File: src/rtl/boa_mem_arbiter.sv
// Two-master (program bus P, data bus D) to one-slave memory arbiter.
// A lone request in IDLE is forwarded combinationally with zero added latency.
// The grant is held in BUSY_P/BUSY_D until the slave answers with s_ready.
// Tie-break rule: D always wins by default. Define BOA_ARB_ROUND_ROBIN_EN to
// alternate instead, giving the tie to the master that was not served last.
module boa_mem_arbiter #(
  parameter int unsigned alen = 32,
  parameter int unsigned dlen = 32
) (
  input  logic              clk,
  input  logic              rst,
  // Program-bus master
  input  logic              p_re,
  input  logic [dlen/8-1:0] p_we,
  input  logic [alen-1:0]   p_addr,
  input  logic [dlen-1:0]   p_wdata,
  output logic              p_ready,
  output logic [dlen-1:0]   p_rdata,
  // Data-bus master
  input  logic              d_re,
  input  logic [dlen/8-1:0] d_we,
  input  logic [alen-1:0]   d_addr,
  input  logic [dlen-1:0]   d_wdata,
  output logic              d_ready,
  output logic [dlen-1:0]   d_rdata,
  // Shared slave
  output logic              s_re,
  output logic [dlen/8-1:0] s_we,
  output logic [alen-1:0]   s_addr,
  output logic [dlen-1:0]   s_wdata,
  input  logic              s_ready,
  input  logic [dlen-1:0]   s_rdata
);

  typedef enum logic [1:0] {
    StIdle  = 2'd0,
    StBusyP = 2'd1,
    StBusyD = 2'd2
  } state_e;

  state_e state_q, state_d;
  logic   p_req, d_req;
  logic   gnt_p, gnt_d;

  assign p_req = p_re | (|p_we);
  assign d_req = d_re | (|d_we);

`ifdef BOA_ARB_ROUND_ROBIN_EN
  // Last master served: 0 = P, 1 = D. Resets to D so P wins the first tie.
  logic last_q, last_d;

  // Last-served register, updated whenever a transfer completes.
  always_ff @(posedge clk or posedge rst) begin
    if (rst) begin
      last_q <= 1'b1;
    end else begin
      last_q <= last_d;
    end
  end

  // Record the master whose transfer completed this cycle.
  always_comb begin
    last_d = last_q;
    if ((gnt_p || gnt_d) && s_ready) begin
      last_d = gnt_d;
    end
  end
`endif

  // State register.
  always_ff @(posedge clk or posedge rst) begin
    if (rst) begin
      state_q <= StIdle;
    end else begin
      state_q <= state_d;
    end
  end

  // Grant selection: arbitrate only in IDLE, lock to the owner while busy.
  always_comb begin
    gnt_p = 1'b0;
    gnt_d = 1'b0;
    case (state_q)
      StIdle: begin
        if (p_req && d_req) begin
`ifdef BOA_ARB_ROUND_ROBIN_EN
          gnt_p = last_q;
          gnt_d = ~last_q;
`else
          gnt_d = 1'b1;
`endif
        end else begin
          gnt_p = p_req;
          gnt_d = d_req;
        end
      end
      StBusyP: gnt_p = 1'b1;
      StBusyD: gnt_d = 1'b1;
      default: ;
    endcase
  end

  // Next state: enter BUSY only when the slave did not finish in the grant cycle.
  always_comb begin
    state_d = state_q;
    case (state_q)
      StIdle: begin
        if (gnt_p && !s_ready) begin
          state_d = StBusyP;
        end else if (gnt_d && !s_ready) begin
          state_d = StBusyD;
        end
      end
      StBusyP, StBusyD: begin
        if (s_ready) begin
          state_d = StIdle;
        end
      end
      default: state_d = StIdle;
    endcase
  end

  // Output mux: exactly one source drives the slave; everything is forced to
  // zero while rst is high so an aborted transfer cannot leak out.
  always_comb begin
    s_re    = 1'b0;
    s_we    = '0;
    s_addr  = '0;
    s_wdata = '0;
    p_ready = 1'b0;
    p_rdata = '0;
    d_ready = 1'b0;
    d_rdata = '0;
    if (!rst) begin
      if (gnt_p) begin
        s_re    = p_re;
        s_we    = p_we;
        s_addr  = p_addr;
        s_wdata = p_wdata;
        p_ready = s_ready;
        p_rdata = s_rdata;
      end else if (gnt_d) begin
        s_re    = d_re;
        s_we    = d_we;
        s_addr  = d_addr;
        s_wdata = d_wdata;
        d_ready = s_ready;
        d_rdata = s_rdata;
      end
    end
  end

endmodule

File: config.mk
export PLATFORM = sky130hd
export DESIGN_NAME = boa_mem_arbiter
export DESIGN_NICKNAME = d
export VERILOG_FILES = /design/src/rtl/boa_mem_arbiter.sv
export SDC_FILE = /design/constraint.sdc
export NUM_CORES = 1
export LEC_CHECK = 0
export ABC_AREA = 1
export CELL_PAD_IN_SITES_DETAIL_PLACEMENT = 1
export CELL_PAD_IN_SITES_GLOBAL_PLACEMENT = 2
export CORE_MARGIN = 2
export CORE_UTILIZATION = 10
export DETAILED_ROUTE_END_ITERATION = 7
export GPL_ROUTABILITY_DRIVEN = 1
export PLACE_DENSITY_LB_ADDON = 0.1
export SLEW_MARGIN = 20
export SYNTH_ARGS = -nofsm -noshare
export SYNTH_HDL_FRONTEND = slang
export SYNTH_SLANG_ARGS = --single-unit
File: constraint.sdc
create_clock -name clk -period 2.35 [get_ports clk]
set_input_delay 0.5875 -clock clk [delete_from_list [all_inputs] [get_ports clk]]
set_output_delay 0.5875 -clock clk [all_outputs]
set_load 0.05 [all_outputs]
======== Yosys cells after proc, flatten, opt, wreduce, memory -nomap -nowiden ========
Cells that the tools add are included.
operators by class
  add/sub/neg operators ................... 0
  multipliers ............................. 0
  div/mod/pow operators ................... 0
  order comparisons ....................... 0
  equal/unequal tests ..................... 4
  shift operators ......................... 0
  muxes and demuxes ....................... 30
  bitwise logic cells ..................... 2
  reductions and logical operators ........ 9
operators with widths
  kind                number
  $mux 32             11
  $mux 4              3
  $mux 1              10
  $reduce_or 4->1     2
  $mux 2              3
  $pmux 1 s2          2
  $pmux 2 s2          1
  $logic_and 1x1->1   3
  $ne 3x3->1 const B  1
  $eq 2x1->1 const B  1
  $eq 2x2->1 const B  1
  $logic_not 2->1     1
  $ne 2x2->1 const B  1
  $or 1x1->1          2
  $reduce_and 2->1    1
  $reduce_or 2->1     1
  $logic_not 1->1     1
word-level totals
  register bits ........................... 2
  latch bits .............................. 0
  memory bits (writable) .................. 0
  bits in read-only memories .............. 0
  input port bits ......................... 173
  output and inout bits ................... 135
  logic and storage cells ................. 46
  memories kept ........................... 0

======== Depth between registers and ports, before layout ========
  word-level depth ........................ 9
  gate-level depth with buffers ........... 10
  gate-level depth less buffers ........... 10

======== Least setup slack after synthesis ========
No wires, ideal clock.
  path kind ............................... input to output
  from .................................... in p_we[1]
  to ...................................... out d_rdata[0]
  arrival ................................. 2,331 ps
  required time ........................... 1,762 ps
  slack ................................... -569 ps
  stages on the path ...................... 8
  buffers on the path ..................... 1
  cells stage by stage .................... nor2_1 nand3_1 nand3_1 nand2_2 inv_2 nand2_1 buf_2 nor3_1
between the ends
  longest elaborated chain between the ends .. 8
  elaborated cells between the ends (all ways) .. 10
  those cells by class .................... mux (7); bitwise (1); reduce/logical (2)
RTL lines
  what               RTL line  text
  start, declared    14        input logic [dlen/8-1:0] p_we,
  $reduce_or 4->1 *  45        assign p_req = p_re | (|p_we);
  $or 1x1->1 *       45
  $logic_and 1x1->1  85        if (p_req && d_req) begin
  $mux 1             85
  $pmux 1 s2         83        case (state_q)
  $mux 32            142       end else if (gnt_d) begin
  $mux 32 *          135       if (gnt_p) begin
  $mux 32 *          134       if (!rst) begin
  end, declared      25        output logic [dlen-1:0] d_rdata,
Every way passes the cells marked *; elsewhere a longest branch is shown, timed or not.

======== Worst setup path in the final report ========
  from .................................... in d_re
  to ...................................... out s_addr[10]
between the ends
  longest elaborated chain between the ends .. 7
  elaborated cells between the ends (all ways) .. 9
  those cells by class .................... mux (7); bitwise (1); reduce/logical (1)
RTL lines
  what               RTL line  text
  start, declared    20        input logic d_re,
  $or 1x1->1 *       46        assign d_req = d_re | (|d_we);
  $logic_and 1x1->1  85
  $mux 1             85
  $pmux 1 s2         83
  $mux 32            142
  $mux 32 *          135
  $mux 32 *          134
  end, declared      29        output logic [alen-1:0] s_addr,
Marks and branches as above.

==> run_results.csv <==
group,metric,value,unit
run_status,outcome,"finished with violations",
run_status,violations,"setup timing",
cts,cts_tree,"yes",
drt,m1WireLength,7350,µm
grt,grt_overflow,0,
cts,cts_hold_buffers,0,
sta,finalSetupViolCount,135,
die,dieArea,21300,µm²
sta,fin_crit_sh,1.11,
die,core,19700,µm²
drt,dr.pass1.iters,4,
sta,skew,0.000624,ns
sta,maxSlewHeadroom,0.751,
logic_synthesis,post-synth-top-count-cell,"nand2_1",
drt,wl_met2,11100,µm
cts,clk_latency,0.22,ns
layout,top_register,"state_q",
power,finalPower,6.92,mW
logic_synthesis,synth-seq-area-share,0.0248,
logic_synthesis,synth_nets,563,
logic_synthesis,yosysTopAreaCell,"a21oi_1",
placed_design,place_area,8230,µm²
layout,final_cells,991,
die,die_w,146,µm
logic_synthesis,synth_common_cells,"nand2_1, a21oi_1, nand3_1",
cts,root_buffer,"clkbuf_16",
logic_synthesis,yosysUniqueCellTypes,18,
grt,antenna_found_initial,1,
layout,antenna_cells,0,
drt,wl_per_cell,20.6,µm
layout,fin_area,9930,µm²
critical_path,cp.required,1.76,ns
sta,hold_ws,0.364,ns
power,power_density,696,nW/µm²
logic_synthesis,synth_area,2020,µm²
layout,nets,904,
placed_design,post-dp-hpwl,13700,µm
grt,grt_max_degree,44,
sta,timing_hold_violations_final,0,
power,p_leak,3.89,nW
logic_synthesis,yosys_warnings,0,
sta,clock.fmax,384,MHz
layout,area_delta_synth_final,392,%
critical_path,cp_max_fo,5,
drt,drt_iter0_drc,61,
power,ir_drop,345,µV
logic_synthesis,synthCells,387,
grt,grt_pass1_vias,4634,
layout,drive_above_1_share,0.638,
sta,min_period,2.60,ns
drt,met3WireLength,1770,µm
logic_synthesis,synth_area_leaders,"a21oi_1, nand3_1, nor3_2",
logic_synthesis,synth_top_cell_area_share,0.179,
die,initial_core_util,0.103,
layout,largest_reg_flops,2,
die,die_h,146,µm
drt,top_layer_used,"met5",
logic_synthesis,synth_seq_cells,2,
sta,worst_pin_slew,0.373,ns
critical_path,crit_path_end_kind,"output pin",
placed_design,dp_cells,954,
logic_synthesis,synth_edf_count,0,
logic_synthesis,synthArstFlopShare,1.00,
drt,vias,4258,
sta,drv_slew,0,
critical_path,start_kind,"input pin",
grt,grt_pass1_wl,28500,µm
cts,clockBufferDepth,2,
die,ios,308,
grt,track_usage,0.169,
cts,numClockSinks,2,
sta,setup_ws,-0.252,ns
die,fp-row-count,51,
placed_design,place_congestion,0.733,
drt,wirelength,20400,µm
job,max_cap_viol_count,0,
placed_design,port_buffers,307,
cts,htreeDepth,1,
logic_synthesis,syn_area_per_cell,5.21,µm²
cts,numCtsBuffers,3,
layout,fin_util,0.505,
sta,rsz0062_at_grt,"yes",
worst_hold_path,hp-class,"in2async",
drt,final_antenna_net_count,0,
drt,route.detailed.drc,0,
logic_synthesis,synth_ff_type,"dfrtp_1",
cts,clkTransAtPathRegs,0.03,ns
drt,via_per_inst,4.30,
layout,largestRegisters,"state_q: 2 flops",
critical_path,cp_data_arrival_time,2.01,ns
critical_path,crit_type,"in2out",
-- layer usage --
| layer | vias to the layer above | GRT usage |
|---|---|---|
| li1 | 1991 | - |
| met1 | 2074 | 0.188 |
| met4 | 2 | 0.0121 |
| met3 | 10 | 0.0644 |
| met2 | 181 | 0.317 |
| met5 | - | 0 |
-- layout make-up --
cell class                      instances  area (µm²)
Inverter                               43         190
Multi-Input combinational cell        298        3670
Fill cell                            2051        9720
Sequential cell                         2        50.0
Tap cell                              265         332
Timing Repair Buffer                  380        5610
Clock buffer                            3        75.1
-- logic make-up (layout without fill, tap and decap cells) --
kind of cell | after synthesis | in the layout | synth area share
adder cells (fa/ha/maj) | 3 | 3 | 0.0186
AND/OR/NAND/NOR | 221 | 221 | 0.573
flip-flops | 2 | 2 | 0.0248
buffers and inverters | 87 | 426 | 0.199
AO/OA/AOI/OAI | 74 | 74 | 0.185
-- critical path, cell delays in order --
cell and delay, ns:
buf_6 0.09, nor2_4 0.03, nand2_2 0.07, nor2_4 0.05, buf_4 0.13, o21bai_4 0.15, buf_6 0.16, buf_8 0.14
clkbuf_16 0.17, nand3_4 0.08, a21oi_4 0.19, buf_12 0.15
-- timing repair --
item / in CTS / in global routing
pin swaps: 41 / 63
gates resized for setup: 160 / 110
setup endpoints to repair: 135 / 135
gates cloned: 8 / 14
setup buffers: 11 / 5
hold endpoints to repair: 0 / 0
-- power by group --
group	internal, mW	leakage (nW)	switching (mW)
sequential	0.0448	0.0263	0.00828
clock	0.217	0.0370	0.0405
combinational	3.16	3.83	3.45
total	3.42	3.89	3.50
-- through the flow --
step	setup WS [ns]	TNS, ns
floorplan	-0.403	-7.06
global placement	-0.704	-82.06
detailed placement	-0.719	-84.09
CTS	-0.279	-23.61
global route	-0.313	-32.49
finish	-0.252	-21.83
-- worst paths after layout --
path,from,to,slack (ns),cells after the start
max,d_re,s_addr[10],-0.25,12
min reg2reg,state_q[1],state_q[1],0.68,3
max in group asynchronous,rst,state_q[1],1.85,2
min in group clk,state_q[1],state_q[1],0.68,3
min,rst,state_q[0],0.36,2
max reg2reg,state_q[0],state_q[0],0.63,10
-- placed cells by master (no fill, tap or decap) --
| cell type | count |
|---|---|
| inv_2 | 5 |
| nand2_4 | 25 |
| nand2_2 | 14 |
| buf_8 | 8 |
| clkdlybuf4s50_1 | 161 |
| o21bai_4 | 1 |
| a21oi_2 | 3 |
| buf_16 | 9 |
| nand3_1 | 19 |
| ha_4 | 1 |
| nand3_4 | 28 |
| dfrtp_1 | 2 |
| buf_6 | 9 |
| nand2_8 | 2 |
| nor2_2 | 2 |
| a21oi_4 | 66 |
| nand4_1 | 1 |
| clkinv_16 | 1 |
| inv_4 | 1 |
| nor2_1 | 1 |
| clkbuf_16 | 13 |
| ha_1 | 2 |
| nor3_4 | 65 |
| nor3_1 | 1 |
| inv_1 | 36 |
| bufbuf_16 | 1 |
| buf_12 | 151 |
| buf_4 | 28 |
| o21ai_2 | 1 |
| nand2_1 | 37 |
| buf_2 | 3 |
| nand3_2 | 23 |
| nor2_4 | 3 |
| a21oi_1 | 3 |
Note: power is estimated with default switching activity, not from simulation.
